$ cat src/rtl/vga_timing_gen.sv
// 640x480@60 scan counter with registered sync/blank decode and a configurable
// retiming pipeline so hs/vs/blank_d line up with downstream colour latency.
module vga_timing_gen #(
    parameter int H_VISIBLE  = 640,
    parameter int H_FRONT    = 16,
    parameter int H_SYNC     = 96,
    parameter int H_BACK     = 48,
    parameter int V_VISIBLE  = 480,
    parameter int V_FRONT    = 10,
    parameter int V_SYNC     = 2,
    parameter int V_BACK     = 33,
    parameter int SYNC_DELAY = 2
) (
    input  logic       vga_clk,
    input  logic       reset_n,
    output logic [9:0] DrawX,
    output logic [9:0] DrawY,
    output logic       blank,
    output logic       blank_d,
    output logic       hs,
    output logic       vs,
    output logic       sync,
    output logic       line_start,
    output logic       frame_start
);

    localparam int H_TOTAL = H_VISIBLE + H_FRONT + H_SYNC + H_BACK;
    localparam int V_TOTAL = V_VISIBLE + V_FRONT + V_SYNC + V_BACK;

    localparam logic [9:0] H_LAST = 10'(H_TOTAL - 1);
    localparam logic [9:0] V_LAST = 10'(V_TOTAL - 1);
    localparam logic [9:0] H_VIS  = 10'(H_VISIBLE);
    localparam logic [9:0] V_VIS  = 10'(V_VISIBLE);
    localparam logic [9:0] HS_BEG = 10'(H_VISIBLE + H_FRONT);
    localparam logic [9:0] HS_END = 10'(H_VISIBLE + H_FRONT + H_SYNC);
    localparam logic [9:0] VS_BEG = 10'(V_VISIBLE + V_FRONT);
    localparam logic [9:0] VS_END = 10'(V_VISIBLE + V_FRONT + V_SYNC);

    logic       run_q, run_d;
    logic [9:0] x_q, x_d;
    logic [9:0] y_q, y_d;
    logic       ls_q, ls_d;
    logic       fs_q, fs_d;

    // Stage 0 of each pipe is the undelayed registered decode; stage N is N clocks later.
    logic [SYNC_DELAY:0] hs_pipe_q, hs_pipe_d;
    logic [SYNC_DELAY:0] vs_pipe_q, vs_pipe_d;
    logic [SYNC_DELAY:0] blk_pipe_q, blk_pipe_d;

    always_comb begin
        run_d = 1'b1;
        x_d   = x_q;
        y_d   = y_q;
        // First edge after reset only arms the counters so (0,0) gets a full cycle.
        if (run_q) begin
            if (x_q == H_LAST) begin
                x_d = 10'd0;
                y_d = (y_q == V_LAST) ? 10'd0 : y_q + 10'd1;
            end else begin
                x_d = x_q + 10'd1;
            end
        end

        ls_d = (x_d == 10'd0);
        fs_d = (x_d == 10'd0) && (y_d == 10'd0);

        hs_pipe_d     = hs_pipe_q;
        vs_pipe_d     = vs_pipe_q;
        blk_pipe_d    = blk_pipe_q;
        hs_pipe_d[0]  = !((x_d >= HS_BEG) && (x_d < HS_END));
        vs_pipe_d[0]  = !((y_d >= VS_BEG) && (y_d < VS_END));
        blk_pipe_d[0] = (x_d < H_VIS) && (y_d < V_VIS);
        for (int i = 1; i <= SYNC_DELAY; i++) begin
            hs_pipe_d[i]  = hs_pipe_q[i-1];
            vs_pipe_d[i]  = vs_pipe_q[i-1];
            blk_pipe_d[i] = blk_pipe_q[i-1];
        end
    end

    always_ff @(posedge vga_clk or negedge reset_n) begin
        if (!reset_n) begin
            run_q      <= 1'b0;
            x_q        <= 10'd0;
            y_q        <= 10'd0;
            ls_q       <= 1'b0;
            fs_q       <= 1'b0;
            hs_pipe_q  <= '1;
            vs_pipe_q  <= '1;
            blk_pipe_q <= '0;
        end else begin
            run_q      <= run_d;
            x_q        <= x_d;
            y_q        <= y_d;
            ls_q       <= ls_d;
            fs_q       <= fs_d;
            hs_pipe_q  <= hs_pipe_d;
            vs_pipe_q  <= vs_pipe_d;
            blk_pipe_q <= blk_pipe_d;
        end
    end

    assign DrawX       = x_q;
    assign DrawY       = y_q;
    assign blank       = blk_pipe_q[0];
    assign blank_d     = blk_pipe_q[SYNC_DELAY];
    assign hs          = hs_pipe_q[SYNC_DELAY];
    assign vs          = vs_pipe_q[SYNC_DELAY];
    assign sync        = 1'b0;
    assign line_start  = ls_q;
    assign frame_start = fs_q;

endmodule
$ cat config.mk
export PLATFORM = sky130hd
export DESIGN_NAME = vga_timing_gen
export DESIGN_NICKNAME = d
export VERILOG_FILES = /design/src/rtl/vga_timing_gen.sv
export SDC_FILE = /design/constraint.sdc
export NUM_CORES = 1
export LEC_CHECK = 0
export BUFFER_PORTS_ARGS = -buffer_cell sky130_fd_sc_hd__buf_2
export CAP_MARGIN = 15
export CORE_UTILIZATION = 35
export CTS_CLUSTER_SIZE = 8
export DETAILED_ROUTE_END_ITERATION = 12
export GPL_TIMING_DRIVEN = 0
export PLACE_DENSITY = 0.52
export RECOVER_POWER = 100
export SLEW_MARGIN = 20
export SYNTH_ARGS = -nofsm -noshare
export SYNTH_HDL_FRONTEND = slang
export SYNTH_SLANG_ARGS = --single-unit
$ cat constraint.sdc
create_clock -name vga_clk -period 4.5 [get_ports vga_clk]
set_input_delay 0.45 -clock vga_clk [delete_from_list [all_inputs] [get_ports vga_clk]]
set_output_delay 0.45 -clock vga_clk [all_outputs]
set_load 0.1 [all_outputs]
==> flow_summary.json <==
{
  "finalSetupViolCount": 0,
  "final_common_cell": "clkbuf_1",
  "synth_edf_count": 0,
  "port_buffers": 27,
  "diodes": 0,
  "globalplace.congestion": 0.883,
  "htree_levels": 2,
  "area_growth_pct": 15.3,
  "place_area_um2": 1970,
  "placedCellCount": 272,
  "first_pass_iters": 4,
  "tightest_slew_ns": 1.65,
  "ctsResizeCount": 0,
  "cp-start-kind": "register",
  "cts_hold_buffers": 0,
  "arrival_ns": 2.98,
  "viasPerCell": 5.17,
  "final_hold_viol_count": 0,
  "slowest_stage": "or4_2",
  "syn_nets": 183,
  "clkPwrFrac": 0.270,
  "cts_buffers": 5,
  "critPathKind": "register to register",
  "pre_cts_ws_ns": 1.93,
  "instances_no_fill": 280,
  "insertion_delay_ns": 0.30,
  "drt_iter0_drc": 66,
  "fin_crit_ns": 2.83,
  "drive_above_1_share": 0.146,
  "max_slew_margin": -0.101,
  "synthCells": 178,
  "ant_nets": 0,
  "setup_ws_ns": 1.67,
  "synth_area_um2": 1750,
  "antenna_found_initial": 0,
  "swShare": 0.457,
  "status": "finished, violations left",
  "ys_types": 47,
  "nets": 217,
  "finClkSkew_ns": 0.0106,
  "drc": 0,
  "grt_usage": 0.168,
  "critical_path.top_delay_family": "simple AND/OR/NAND/NOR gates",
  "path_clk_slew_ns": 0.07,
  "rows": 25,
  "critPathBufInv": 1,
  "synth_sequential_area_ratio": 0.463,
  "grt_max_degree": 33,
  "synth-seq-cells": 32,
  "vias": 1447,
  "initial_utilization": 0.367,
  "grt_overflow_total": 0,
  "slew_viol_final": 33,
  "ys.flop_type": "dfrtp_1",
  "fp.coreArea_um2": 4750,
  "p_seq_frac": 0.336,
  "min_path_type": "register to register",
  "cts.sinks": 32,
  "path_max_fanout": 7,
  "p_switching_mw": 0.477,
  "slowest_delay_ns": 0.56,
  "ir_worst_vdd_v": 0.000221,
  "wire_per_inst_um": 14.0,
  "ys_async_sr_fraction": 1.00,
  "pwr-share-comb": 0.394,
  "die_x_um": 72.6,
  "postCtsSetupBuffers": 0,
  "routed_wl_um": 3910,
  "required_ns": 4.66,
  "internal_power_mw": 0.567,
  "die_h_um": 72.6,
  "final_cell_mix": "clkbuf_1, dfrtp_1, nand2_1",
  "synth.avg_cell_area_um2": 9.81,
  "top_level_ports": 29,
  "final.period_utilization": 0.628,
  "fin_area_um2": 2010,
  "cts_buffer_depth": 2,
  "dieArea_um2": 5280,
  "cpMostUsedCell": "nor3_1",
  "total_power_mw": 1.04,
  "grt_pass1_vias": 1345,
  "cp_cell_sequence": "ha_1, nand2_1, or4_2, clkbuf_1, nor3_1, xnor2_1, nor4_1, nor3_1",
  "whs_ns": 0.350,
  "violations": "capacitance limit, slew limit",
  "cts_tree": "yes",
  "grt_pass1_wl_um": 6560,
  "dp_hpwl_um": 2900,
  "cts-root-buf": "clkbuf_8",
  "power.density_nw_per_um2": 519,
  "grt_setup_unrepaired": "no",
  "timing.max_cap.violations": 1,
  "final_util": 0.423,
  "endpoint_kind": "register",
  "max_freq_ghz": 0.354,
  "leakage_nw": 0.881,
  "setup_tns_ns": 0,
  "synth_warnings": 0
}
[layer usage]
layer / up-vias / global-route usage / wire [µm]
li1: 705 / - / -
met1: 695 / 0.223 / 1840
met2: 38 / 0.241 / 1770
met3: 9 / 0.0552 / 210
met4: 0 / 0.0959 / 87
met5: - / 0 / 0
[kinds of logic (layout without fill, tap and decap cells)]
| logic type | count (synthesis) | count (layout) | share of synthesized area |
|---|---|---|---|
| AND/OR/NAND/NOR | 78 | 78 | 0.261 |
| flip-flops | 32 | 32 | 0.463 |
| AO/OA/AOI/OAI | 28 | 28 | 0.107 |
| buffers and inverters | 19 | 54 | 0.0552 |
| XOR/XNOR | 9 | 9 | 0.0451 |
| multiplexers | 7 | 7 | 0.0437 |
| adder cells (fa/ha/maj) | 3 | 3 | 0.0215 |
| other | 2 | 2 | 0.00430 |
[final cells by class]
class	instances	area [µm²]
fill	508	2740
multi-input combinational	127	822
sequential	32	808
timing repair buffer	27	101
tap	67	83.8
clock buffer	5	68.8
buffer	9	48.8
clock inverter	3	42.5
inverter	10	37.5
[sequential cells by signal (all words and copies together) (netlist names)]
name and flops:
DrawX 10, DrawY 10, blk_pipe_q 3, hs_pipe_q 3
vs_pipe_q 3, frame_start 1, line_start 1, run_q 1
[worst paths after layout]
| path | startpoint | end | slack (ns) | cells after the start |
|---|---|---|---|---|
| min in group asynchronous | reset_n | DrawX[4]$_DFF_PN0_ | 0.57 | 1 |
| hold / removal | blk_pipe_q[1]$_DFF_PN0_ | blk_pipe_q[2]$_DFF_PN0_ | 0.35 | 0 |
| max in group asynchronous | reset_n | blk_pipe_q[2]$_DFF_PN0_ | 2.97 | 1 |
| setup / recovery | DrawX[0]$_DFF_PN0_ | blk_pipe_q[0]$_DFF_PN0_ | 1.67 | 8 |
| hold reg to reg | blk_pipe_q[1]$_DFF_PN0_ | blk_pipe_q[2]$_DFF_PN0_ | 0.35 | 0 |
| setup reg to reg | DrawX[0]$_DFF_PN0_ | blk_pipe_q[0]$_DFF_PN0_ | 1.67 | 8 |
[power groups by stage]
| stage | clock network, mW | registers (mW) | logic (mW) |
|---|---|---|---|
| 2_1_floorplan | 0 | 0.555 | 0.148 |
| 3_3_place_gp | 0 | 0.353 | 0.420 |
| 3_5_place_dp | 0 | 0.355 | 0.424 |
| 4_1_cts | 0.288 | 0.350 | 0.424 |
| 5_1_grt | 0.301 | 0.357 | 0.436 |
| 6_report | 0.282 | 0.351 | 0.411 |
[cell usage after synthesis (all sizes together), types with 2 or more instances]
cell type,n,area [µm²]
dfrtp,26,651
nand2,19,71.3
inv,10,37.5
nor2,10,37.5
buf,8,55.1
nand3,7,35.0
o21ai,7,35.0
dfstp,6,158
nor3,6,41.3
nor4,6,43.8
xnor2,6,52.6
a31oi,5,31.3
mux2,5,56.3
nand4,5,31.3
and4,4,36.3
and3,3,18.8
ha,3,37.5
o21a,3,22.5
or3,3,18.8
or4,3,33.8
xor2,3,26.3
a21o,2,15.0
a21oi,2,10.0
and2,2,13.8
conb,2,7.51
mux2i,2,20.0
nand2b,2,12.5
nand3b,2,15.0
nand4b,2,17.5
o311ai,2,17.5
o31ai,2,15.0
or2,2,15.0
No activity file was read; power rests on OpenSTA's default activity.
